### src/rtl/mat3_pkg.sv
// Shared types and constants for the 3x3 matrix operand loader and result readout.
// Latency: n/a (declarations only).
// Backpressure: n/a (declarations only).
//
// Contents:
//   state_t     loader phase: LOAD -> FLUSH -> RUN -> DONE
//   MAT_WORDS   words per 3x3 matrix
//   OP_WORDS    words per job (matrix A followed by matrix B)
//   WORD_BYTES  byte stride between consecutive words in data memory
//   CNT_W       width of the accepted-word counter (holds 0..OP_WORDS)
package mat3_pkg;

    typedef enum logic [1:0] {
        LOAD  = 2'd0,
        FLUSH = 2'd1,
        RUN   = 2'd2,
        DONE  = 2'd3
    } state_t;

    localparam int MAT_WORDS  = 9;
    localparam int OP_WORDS   = 18;
    localparam int WORD_BYTES = 4;
    localparam int CNT_W      = 5;

    // Word position inside its own matrix: A words are 0..8, B words restart at 0.
    function automatic logic [CNT_W-1:0] mat_index(input logic [CNT_W-1:0] k);
        if (k >= CNT_W'(MAT_WORDS)) begin
            return k - CNT_W'(MAT_WORDS);
        end
        return k;
    endfunction

endpackage

### src/rtl/mat3_addr_gen.sv
// Maps the running operand index to its data-memory byte address (A block, then B block).
// Latency: combinational, zero cycles.
// Backpressure: none; pure function of i_cnt.
//
// Ports:
//   i_cnt   in   CNT_W   operand index k (0..17)
//   o_addr  out  DATA_W  byte address: A_BASE + 4*k for k<9, B_BASE + 4*(k-9) otherwise
module mat3_addr_gen
    import mat3_pkg::*;
#(
    parameter int DATA_W = 32,
    parameter int A_BASE = 0,
    parameter int B_BASE = 36
) (
    input  logic [CNT_W-1:0]  i_cnt,
    output logic [DATA_W-1:0] o_addr
);

    logic              w_is_b;
    logic [CNT_W-1:0]  w_idx;
    logic [DATA_W-1:0] w_base;

    assign w_is_b = (i_cnt >= CNT_W'(MAT_WORDS));
    assign w_idx  = mat_index(i_cnt);
    assign w_base = w_is_b ? DATA_W'(B_BASE) : DATA_W'(A_BASE);
    assign o_addr = w_base + (DATA_W'(w_idx) * DATA_W'(WORD_BYTES));

endmodule

### src/rtl/mat3_operand_loader.sv
// Streams 18 operand words (A then B, row-major) into core data memory, then sweeps the core pc.
// Latency: accepted word appears on mem_we/mem_addr/mem_wdata one cycle later; pc steps once per cycle in RUN.
// Backpressure: s_ready is high only in LOAD with no restart; the source holds its word otherwise.
//
// Ports:
//   clk, rst_n    clock (rising edge) and asynchronous active-low reset
//   restart       synchronous abort back to LOAD, clears word count and pc
//   s_valid/s_ready/s_data   operand word stream
//   mem_we/mem_addr/mem_wdata   registered data-memory write port, one strobe per word
//   pc            registered program counter driven to the core
//   run, done     decoded phase flags (pc advancing / sweep finished)
module mat3_operand_loader
    import mat3_pkg::*;
#(
    parameter int DATA_W  = 32,
    parameter int A_BASE  = 0,
    parameter int B_BASE  = 36,
    parameter int PC_LAST = 996
) (
    input  logic              clk,
    input  logic              rst_n,
    input  logic              restart,
    input  logic              s_valid,
    output logic              s_ready,
    input  logic [DATA_W-1:0] s_data,
    output logic              mem_we,
    output logic [DATA_W-1:0] mem_addr,
    output logic [DATA_W-1:0] mem_wdata,
    output logic [DATA_W-1:0] pc,
    output logic              run,
    output logic              done
);

    // The pc steps by a whole word, so a final pc off the word grid would never be hit.
    if ((PC_LAST % WORD_BYTES) != 0 || PC_LAST < 0) begin : g_bad_pc_last
        $error("mat3_operand_loader: PC_LAST must be a non-negative multiple of 4");
    end

    state_t            r_state;
    state_t            w_state_nxt;
    logic [CNT_W-1:0]  r_cnt;
    logic              r_mem_we;
    logic [DATA_W-1:0] r_mem_addr;
    logic [DATA_W-1:0] r_mem_wdata;
    logic [DATA_W-1:0] r_pc;

    logic              w_accept;
    logic              w_last_word;
    logic              w_pc_at_last;
    logic [DATA_W-1:0] w_addr;

    assign w_accept     = s_valid && s_ready;
    assign w_last_word  = (r_cnt == CNT_W'(OP_WORDS - 1));
    assign w_pc_at_last = (r_pc == DATA_W'(PC_LAST));

    mat3_addr_gen #(
        .DATA_W (DATA_W),
        .A_BASE (A_BASE),
        .B_BASE (B_BASE)
    ) u_addr_gen (
        .i_cnt  (r_cnt),
        .o_addr (w_addr)
    );

    // ---------------------------------------------------------------
    // FSM: state register
    // ---------------------------------------------------------------
    always_ff @(posedge clk or negedge rst_n) begin
        if (!rst_n) begin
            r_state <= LOAD;
        end else begin
            r_state <= w_state_nxt;
        end
    end

    // ---------------------------------------------------------------
    // FSM: next-state logic; restart overrides every transition
    // ---------------------------------------------------------------
    always_comb begin
        w_state_nxt = r_state;
        if (restart) begin
            w_state_nxt = LOAD;
        end else begin
            case (r_state)
                LOAD: begin
                    if (w_accept && w_last_word) begin
                        w_state_nxt = FLUSH;
                    end
                end
                // One idle cycle so the final write lands before the core starts fetching.
                FLUSH: w_state_nxt = RUN;
                RUN: begin
                    if (w_pc_at_last) begin
                        w_state_nxt = DONE;
                    end
                end
                DONE:    w_state_nxt = DONE;
                default: w_state_nxt = LOAD;
            endcase
        end
    end

    // ---------------------------------------------------------------
    // FSM: decoded outputs
    // ---------------------------------------------------------------
    always_comb begin
        s_ready = 1'b0;
        run     = 1'b0;
        done    = 1'b0;
        case (r_state)
            // restart gates ready so a same-cycle word is left with the source.
            LOAD:    s_ready = !restart;
            RUN:     run     = 1'b1;
            DONE:    done    = 1'b1;
            default: ;
        endcase
    end

    // ---------------------------------------------------------------
    // Word counter: saturates at OP_WORDS, only reset/restart clear it
    // ---------------------------------------------------------------
    always_ff @(posedge clk or negedge rst_n) begin
        if (!rst_n) begin
            r_cnt <= '0;
        end else if (restart) begin
            r_cnt <= '0;
        end else if (w_accept && (r_cnt < CNT_W'(OP_WORDS))) begin
            r_cnt <= r_cnt + CNT_W'(1);
        end
    end

    // ---------------------------------------------------------------
    // Memory write port: one strobe per accepted word. Address/data
    // hold their last value while the strobe is low.
    // ---------------------------------------------------------------
    always_ff @(posedge clk or negedge rst_n) begin
        if (!rst_n) begin
            r_mem_we    <= 1'b0;
            r_mem_addr  <= '0;
            r_mem_wdata <= '0;
        end else begin
            r_mem_we <= w_accept;
            if (w_accept) begin
                r_mem_addr  <= w_addr;
                r_mem_wdata <= s_data;
            end
        end
    end

    // ---------------------------------------------------------------
    // Program counter: 0 outside RUN/DONE, steps a word per RUN cycle
    // and parks on PC_LAST.
    // ---------------------------------------------------------------
    always_ff @(posedge clk or negedge rst_n) begin
        if (!rst_n) begin
            r_pc <= '0;
        end else if (restart) begin
            r_pc <= '0;
        end else if ((r_state == RUN) && !w_pc_at_last) begin
            r_pc <= r_pc + DATA_W'(WORD_BYTES);
        end
    end

    assign mem_we    = r_mem_we;
    assign mem_addr  = r_mem_addr;
    assign mem_wdata = r_mem_wdata;
    assign pc        = r_pc;

endmodule

### config.mk
export PLATFORM = sky130hd
export DESIGN_NAME = mat3_operand_loader
export DESIGN_NICKNAME = d
export VERILOG_FILES = /design/src/rtl/mat3_pkg.sv /design/src/rtl/mat3_addr_gen.sv /design/src/rtl/mat3_operand_loader.sv
export SDC_FILE = /design/constraint.sdc
export NUM_CORES = 1
export LEC_CHECK = 0
export ABC_CLOCK_PERIOD_IN_PS = 2900
export CELL_PAD_IN_SITES_DETAIL_PLACEMENT = 0
export CELL_PAD_IN_SITES_GLOBAL_PLACEMENT = 1
export CORE_AREA = 2 2 113 115
export CTS_BUF_LIST = sky130_fd_sc_hd__clkbuf_16
export DETAILED_ROUTE_END_ITERATION = 10
export DIE_AREA = 0 0 115 117
export GPL_ROUTABILITY_DRIVEN = 1
export GPL_TIMING_DRIVEN = 0
export PLACE_DENSITY_LB_ADDON = 0.05
export SYNTH_ARGS = -nofsm -noshare
export SYNTH_HDL_FRONTEND = slang
export SYNTH_SLANG_ARGS = --single-unit
### constraint.sdc
create_clock -name clk -period 2.9 [get_ports clk]
set_input_delay 0.435 -clock clk [delete_from_list [all_inputs] [get_ports clk]]
set_output_delay 0.435 -clock clk [all_outputs]
set_load 0.02 [all_outputs]
**Word-level counts from Yosys, hierarchy flattened**

Index checks and enable logic that the tools add are counted.

- Flip-flop bits (word level): 104
- Bits of input ports: 36
- Output and inout port bits: 100
- Word-level logic and storage cells: 44

- Add/sub/neg operators: 4
- Order comparisons: 2
- Equality and inequality tests: 7
- Mux-type cells: 15
- Reduce and logical (&&, ||, !) cells: 10

Operators with widths:

| cell | number |
|---|---|
| 32-bit 2-to-1 mux | 2 |
| 32-bit by 3-bit adder with 32-bit output, second input constant | 1 |
| 32-bit by 7-bit adder with 32-bit output | 1 |
| 32-bit by 10-bit equality test with 1-bit output, second input constant | 1 |
| 5-bit 2-to-1 mux | 4 |
| 2-bit one-hot mux with 4 select lines | 1 |
| 2-bit 2-to-1 mux | 3 |
| 6-bit 2-to-1 mux | 1 |
| 3-bit inequality test, second input constant | 2 |
| 5-bit by 1-bit adder with 5-bit output, second input constant | 1 |
| 5-bit equality test, second input constant | 1 |
| 5-bit by 4-bit >= comparator with 1-bit output, second input constant | 1 |
| 5-bit less-than comparator, second input constant | 1 |
| 5-bit by 4-bit subtractor with 5-bit output, second input constant | 1 |
| 2-bit equality test, second input constant | 2 |
| 1-bit logical AND | 4 |
| 1-bit 2-to-1 mux | 4 |
| 2-bit nonzero test | 2 |
| 2-bit by 1-bit equality test with 1-bit output, second input constant | 1 |
| 1-bit zero test | 2 |
| 2-bit zero test | 1 |
| 2-bit AND reduction | 1 |

**Longest topological paths before layout**

Gate-level depths: netlist of run 1.

- Depth after elaboration: 7
- Depth in mapped cells: 13
- Gate-level depth less buffers: 12

**Cells and area by module**

From an unflattened synthesis of run 1, not the netlist that was laid out.

- Cell total of the unflattened synthesis: 429
- Area total of the unflattened synthesis: 4943.5 µm²

By module, submodules not included:

| module | times used | cells each | area each (µm²) | seq. area each (µm²) |
|---|---|---|---|---|
| mat3_operand_loader | 1 | 363 | 4471.8 | 2552.4 |
| mat3_addr_gen | 1 | 66 | 471.7 | 0.0 |

**Worst setup path after synthesis of run 1**

OpenSTA, ideal clock, no wires.

- Path type: register to register
- From: register r_cnt[1]
- To: register r_mem_addr[6], in the netlist mem_addr[6]
- Library setup time: 0.136 ns
- Arrival time: 2.343 ns
- Data required time: 2.764 ns
- Setup slack: 0.421 ns
- Cell stages (with the launch flop): 13
- Path buffers: 1
- Clock period less this slack: 2.479 ns
- Cells stage by stage: dfrtp_1 clkbuf_1 inv_1 ha_1 o41a_1 nor2_1 inv_1 ha_1 ha_1 nand2_1 o221ai_1 xnor2_1 o21ai_0

- Cells in the longest elaborated chain, start to end: 4
- Elaborated cells on any way between the ends: 7
- Classes of those cells: 2 x add/sub; 1 x order compare; 4 x mux

RTL lines:

| item | RTL line | RTL |
|---|---|---|
| start, declared | mat3_operand_loader.sv:41 | `logic [CNT_W-1:0] r_cnt;` |
| start signal, assigned | mat3_operand_loader.sv:128 | `r_cnt <= r_cnt + CNT_W'(1);` |
| 5-bit by 4-bit subtractor with 5-bit output / 5-bit by 4-bit >= comparator with 1-bit output (equally long branches) | mat3_pkg.sv:28, mat3_pkg.sv:27, mat3_addr_gen.sv:23 |  |
| 5-bit 2-to-1 mux / 1-bit 2-to-1 mux (equally long branches) | mat3_pkg.sv:27 | `if (k >= CNT_W'(MAT_WORDS)) begin` |
| 5-bit 2-to-1 mux | mat3_pkg.sv:30 | `return k;` |
| 32-bit by 7-bit adder with 32-bit output * | mat3_addr_gen.sv:26 | `assign o_addr = w_base + (DATA_W'(w_idx) * DATA_W'(WORD_BYTES));` |
| end signal, assigned | mat3_operand_loader.sv:144 | `r_mem_addr <= w_addr;` |
| end, declared | mat3_operand_loader.sv:43 | `logic [DATA_W-1:0] r_mem_addr;` |

Every way passes the cells marked *; elsewhere a longest branch is shown, timed or not. The select of a mux whose other input is x is not followed.
A chain may end at the register's enable or synchronous reset.

**Worst setup path after layout of run 1**

Ends and elaborated chain as after synthesis.

==> flow_summary_export.csv, run 1 <==
group,metric,value,unit
logic_synthesis,ys_seq_elements,76,
logic_synthesis,avgSynthCellArea,8.76,sq um
critical_path,max_stage_delay,0.50,ns
grt,antenna_found_initial,0,
routing,vias,3456,
critical_path,end_kind,"flop",
cells_and_area,final_nets,637,
routing,wl_per_cell,14.2,um
critical_path,cp.arrival,2.82,ns
routing,drt_iter0_drc,162,
die,rows,41,
pwr,ir_drop,251,uV
clock_tree,clk_latency,0.34,ns
routing,postRouteAntennaNets,0,
critical_path,path_max_fanout,10,
grt,grt_start_max_net_pins,60,
cells_and_area,drive_above_1_share,0.0819,
grt,gr-total-overflow,0,
clock_tree,cts-root-buf,"clkbuf_16",
critical_path,cp_common_cell,"ha_1",
clock_tree,cts_max_level,3,
placement,gp_congestion,0.816,
logic_synthesis,yosys.area.top_type,"dfrtp_1",
routing,routed_wl,10700,um
critical_path,cp_slowest_cell,"dfrtp_1",
critical_path,crit_required,3.10,ns
placement,port_buffers,107,
clock_tree,cts_buffers,9,
logic_synthesis,netlist.area_leader.share,0.484,
logic_synthesis,syn_area,3930,sq um
logic_synthesis,synth_cells,448,
logic_synthesis,synthMostInstantiatedCell,"nand2_1",
cells_and_area,fin_cells,748,
grt,grt_pass1_vias,3434,
hold_path,hold_class,"reg -> reg",
cells_and_area,antenna_cells,0,
logic_synthesis,synth_seq_area_share,0.484,
sta,grt_setup_unrepaired,"no",
routing,drt_first_pass_iters,4,
pwr,p_leak,2.53,nW
logic_synthesis,synthFlopType,"dfrtp_1",
logic_synthesis,synthArstFlopShare,1.00,
job,maxCapViolCount,0,
die,die_w,115,um
critical_path,crit_chain,"inv_1 > ha_1 > o41a_1 > nor2_2 > inv_1 > ha_1 > ha_1 > nand2_1 > o221ai_1 > xnor2_1 > o21ai_0",
die,die-area,13500,sq um
sta,fin_crit_sh,0.904,
sta,tightest_slew,0.608,ns
logic_synthesis,synth_cell_types,44,
critical_path,critPathLaunchType,"flop",
routing,viasPerCell,4.62,
grt,grt_pass1_wl,17300,um
grt,grt_usage,0.167,
sta,hold_violations,0,
sta,skew,0.00727,ns
sta,slew-limit-headroom,0.595,
sta,tns,0,ns
sta,max_freq,0.382,GHz
die,core_area,12300,sq um
die,ios,136,
cells_and_area,areaGrowthSynthToFinish,42.5,%
logic_synthesis,synth_commonest_cells,"nand2_1, dfrtp_1, nor2_1, buf_4, xnor2_1",
critical_path,crit_type,"reg -> reg",
sta,period_needed,2.62,ns
die,initial_core_util,0.319,
clock_tree,path_clk_slew,0.06,ns
logic_synthesis,ys_warn_count,0,
placement,place_hpwl,7680,um
sta,setup_viol,0,
logic_synthesis,synth.area.top_cells,"dfrtp_1, nand2_1, buf_4",
clock_tree,clockBufferDepth,2,
clock_tree,cts.sinks,76,
critical_path,worstRegToRegCells,11,
clock_tree,cts_tree,"yes",
die,die_y,117,um
routing,route.detailed.drc,0,
hold_path,hold_depth,2,
sta,maxSlewViolCount,0,
pwr,power_density,496,nW/um^2
logic_synthesis,synth_edf_count,0,
cells_and_area,n_fill_cell,1265,
outcome,status,"finished clean",
placement,dp_cells,733,
clock_tree,post_cts_buffers,0,
## flip-flops by register name, indices dropped and copies added, names as in the netlist
name and count:
mem_wdata 32, pc 30, mem_addr 6, r_cnt 5, r_state 2, mem_we 1
## path summary, 6_finish.rpt
| kind | start | endpoint | slack, ns |
|---|---|---|---|
| worst min-delay path | mem_wdata[23]$_DFFE_PN0P_ | mem_wdata[23]$_DFFE_PN0P_ | 0.47 |
| worst max-delay path | r_cnt[1]$_DFFE_PN0P_ | mem_addr[6]$_DFFE_PN0P_ | 0.28 |
| worst max register to register | r_cnt[1]$_DFFE_PN0P_ | mem_addr[6]$_DFFE_PN0P_ | 0.28 |
| min in group asynchronous | rst_n | r_cnt[2]$_DFFE_PN0P_ | 0.53 |
| max in group asynchronous | rst_n | mem_wdata[19]$_DFFE_PN0P_ | 1.78 |
| worst min register to register | mem_wdata[23]$_DFFE_PN0P_ | mem_wdata[23]$_DFFE_PN0P_ | 0.47 |
## final cells by class
type	count	area [sq um]	share of cell area
Clock buffer	9	225	0.0403
Multi-Input combinational cell	342	1810	0.323
Tap cell	150	188	0.0335
Timing Repair Buffer	109	1110	0.198
Inverter	10	37.5	0.00671
Clock inverter	6	50.0	0.00894
Sequential cell	76	1900	0.340
Buffer	46	280	0.0501
## per-layer routing
layer / part of all wire / routed length (um) / GRT usage / vias to the layer above
met4: 0.036 / 382 / 0.102 / 0
li1: - / - / - / 1736
met2: 0.44 / 4670 / 0.250 / 116
met5: 0 / 0 / 0 / -
met3: 0.085 / 901 / 0.0608 / 24
met1: 0.44 / 4700 / 0.206 / 1580
## critical path: cells and delay by family (launching register included)
family	cells	cell delay, ns
compound gates	3	0.60
xor+xnor	1	0.17
fa+ha+maj	3	0.73
buf+inv	2	0.22
flops	1	0.50
simple gates	2	0.26
## per-stage QoR
stage | area [sq um] | util | worst slack, ns | total power, mW | hold WS (ns)
2_1_floorplan | 4030 | - | 0.421 | 1.45 | 0.139
3_3_place_gp | 5290 | 0.429 | -1.58 | 1.71 | 0.456
3_5_place_dp | 5310 | 0.431 | 0.0418 | 1.72 | 0.341
4_1_cts | 5600 | 0.455 | 0.0424 | 2.83 | 0.476
5_1_grt | 5600 | 0.454 | 0.0719 | 2.91 | 0.496
6_report | 5600 | 0.454 | 0.279 | 2.78 | 0.471
## cell families after synthesis
kind of cell	Yosys count	synth area share
simple gates	232	0.268
flops	76	0.484
buf+inv	57	0.0819
compound gates	45	0.0743
xor+xnor	27	0.0602
fa+ha+maj	7	0.0223
mux	3	0.00829
other cells	1	0.000955
## power by group
part           switching [mW]  internal, mW  total (mW)
sequential             0.0436          1.14        1.18
combinational           0.279         0.239       0.518
clock                   0.431         0.648        1.08
total                   0.754          2.02        2.78
## layout by cell type (no fill, tap or decap), types with 13 or more instances in the layout
master and count:
o21ai_0 15, nor4_1 14, conb_1 28, clkdlybuf4s50_1 106, xnor2_1 19, dfrtp_1 76
nor2_1 32, nand2_1 124, clkbuf_1 13, buf_4 29
## timing repair
| action | 4_1_cts | 5_1_grt |
|---|---|---|
| hold buffers | 1 | 0 |
| setup endpoints to repair | 0 | 3 |
| gates resized for setup | 0 | 1 |
| endpoints found under the hold margin | 17 | 0 |
Power figures use the tool's default switching activity.
==> inputs of run 2 (changes only) <==
ABC_CLOCK_PERIOD_IN_PS = 2100   (was 2900)
CORE_AREA = 2 2 118 120   (was 2 2 113 115)
DIE_AREA = 0 0 120 122   (was 0 0 115 117)
clock period = 2.1 ns   (was 2.9 ns; I/O delays follow)
==> run 2 against run 1 <==
Effect of this change: the flow now finishes with violations (negative setup slack); sequential power increased by 38%; global-route usage down 0.96 points; setup slack worse by 0.34 ns.
==> flow_summary_export.csv, run 2 (same netlist as run 1, synthesis figures left out) <==
group,metric,value,unit
clock_tree,path_clk_slew,0.06,ns
placement,port_buffers,107,
die,rows,43,
cells_and_area,areaGrowthSynthToFinish,53.0,%
cells_and_area,n_fill_cell,1342,
placement,place_hpwl,7930,um
clock_tree,cts_buffers,9,
die,die_w,120,um
clock_tree,clk_latency,0.34,ns
placement,dpl-instance-area,5430,sq um
clock_tree,cts_max_level,3,
cells_and_area,largest_reg_flops,32,
placement,pre_cts_slack,-0.600,ns
cells_and_area,mostFrequentLayoutCells,"nand2_1, clkdlybuf4s50_1, dfrtp_1",
critical_path,path_max_fanout,4,
clock_tree,cts-root-buf,"clkbuf_16",
die,core_area,13500,sq um
die,initial_core_util,0.291,
cells_and_area,final_nets,659,
cells_and_area,drive_above_1_share,0.177,
grt,grt_pass1_wl,17900,um
hold_path,hold_class,"in -> async",
pwr,ir_drop,340,uV
routing,drt_iter0_drc,203,
die,die-area,14600,sq um
sta,grt_setup_unrepaired,"yes",
die,ios,136,
routing,routed_wl,11300,um
job,maxCapViolCount,0,
critical_path,r2r_slack,-0.06,ns
cells_and_area,fin_cells,801,
routing,wl_per_cell,14.1,um
cells_and_area,fin_util,0.445,
placement,dp_cells,763,
grt,gr-total-overflow,0,
critical_path,end_kind,"flop",
die,die_y,122,um
cells_and_area,layout_commonest_cell,"nand2_1",
cells_and_area,final_cell_area,6010,sq um
sta,skew,0.0101,ns
sta,slew-limit-headroom,0.603,
clock_tree,cts_tree,"yes",
routing,postRouteAntennaNets,0,
grt,grt_start_max_net_pins,50,
outcome,status,"complete, but fails checks",
critical_path,critPathLaunchType,"flop",
routing,viasPerCell,4.51,
routing,vias,3610,
routing,drt_first_pass_iters,4,
critical_path,cp.arrival,2.36,ns
routing,route.detailed.drc,0,
sta,period_needed,2.16,ns
sta,tns,-0.111,ns
critical_path,worstRegToRegCells,12,
sta,maxSlewViolCount,0,
sta,fin_crit_sh,1.03,
pwr,p_leak,2.70,nW
clock_tree,clockBufferDepth,2,
critical_path,crit_type,"reg -> reg",
grt,grt_usage,0.157,
placement,gp_congestion,0.770,
grt,grt_pass1_vias,3518,
sta,tightest_slew,0.596,ns
clock_tree,cts.sinks,76,
sta,max_freq,0.462,GHz
sta,fin_ws,-0.0638,ns
outcome,violations,"negative setup slack",
cells_and_area,antenna_cells,0,
grt,antenna_found_initial,0,
critical_path,crit_required,2.30,ns
sta,hold_violations,0,
sta,setup_viol,2,
pwr,power_density,627,nW/um^2
## run 2: changes by cell type in the layout (fill, tap and decap cells not counted), sizes merged
| cell | delta |
|---|---|
| clkbuf | -1 |
| dlymetal6s2s | +1 |
| clkdlybuf4s50 | -2 |
| clkinv | +1 |
| buf | +23 |
| bufinv | -1 |
| clkinvlp | +1 |
| dlygate4sd2 | +1 |
## run 2: critical path, cell delays in order, from the launching register on
cell and delay [ns]:
dfrtp_1 0.35, clkbuf_8 0.15, inv_4 0.04, ha_4 0.15, o41a_1 0.37, nor2_4 0.14, inv_4 0.07, a21oi_4 0.17
ha_4 0.17, nand2_2 0.05, o221ai_2 0.17, xnor2_1 0.14, o21ai_1 0.07
## run 2: repair_timing
action | CTS | global route
setup buffers | 13 | 9
setup endpoints to repair | 53 | 36
endpoints found under the hold margin | 27 | 0
cloned | 0 | 0
pin swaps | 9 | 5
gates resized for setup | 23 | 19
hold buffers | 1 | 0
## run 2: final cells by class
class                           instances  area [sq um]  area share
Timing Repair Buffer                  131          1270       0.212
Clock buffer                            9           225      0.0375
Inverter                               10          43.8     0.00729
Multi-Input combinational cell        342          1980       0.329
Buffer                                 46           315      0.0525
Sequential cell                        76          1910       0.318
Clock inverter                          7          37.5     0.00625
Tap cell                              180           225      0.0375
## run 2: where the power goes
group          switching [mW]  internal, mW  total [mW]  leakage [nW]
clock network           0.616         0.785        1.40         0.139
registers              0.0601          1.57        1.63         0.998
logic                   0.397         0.342       0.739          1.57
## run 2: stage by stage
stage	power, mW	hold WS (ns)
final	3.77	0.455
after global routing	3.96	0.490
after CTS	3.82	0.467
after detailed placement	2.39	0.281
after global placement	2.38	0.457
after floorplan	2.02	0.0194
## run 2: routing by layer
layer	part of all wire	vias to the layer above	GRT usage	wire [um]
met1	0.44	1706	0.193	4930
met2	0.46	102	0.246	5220
met5	0	-	0	0
li1	-	1788	-	-
met3	0.081	14	0.0609	913
met4	0.020	0	0.0691	224
## run 2: final timing paths
kind,end,startpoint
worst min register to register,mem_wdata[20]$_DFFE_PN0P_,mem_wdata[20]$_DFFE_PN0P_
min in group clk,mem_wdata[20]$_DFFE_PN0P_,mem_wdata[20]$_DFFE_PN0P_
worst max-delay path,mem_addr[6]$_DFFE_PN0P_,r_cnt[1]$_DFFE_PN0P_
max in group asynchronous,mem_we$_DFF_PN0_,rst_n
worst max register to register,mem_addr[6]$_DFFE_PN0P_,r_cnt[1]$_DFFE_PN0P_
worst min-delay path,pc[17]$_DFFE_PN0P_,rst_n
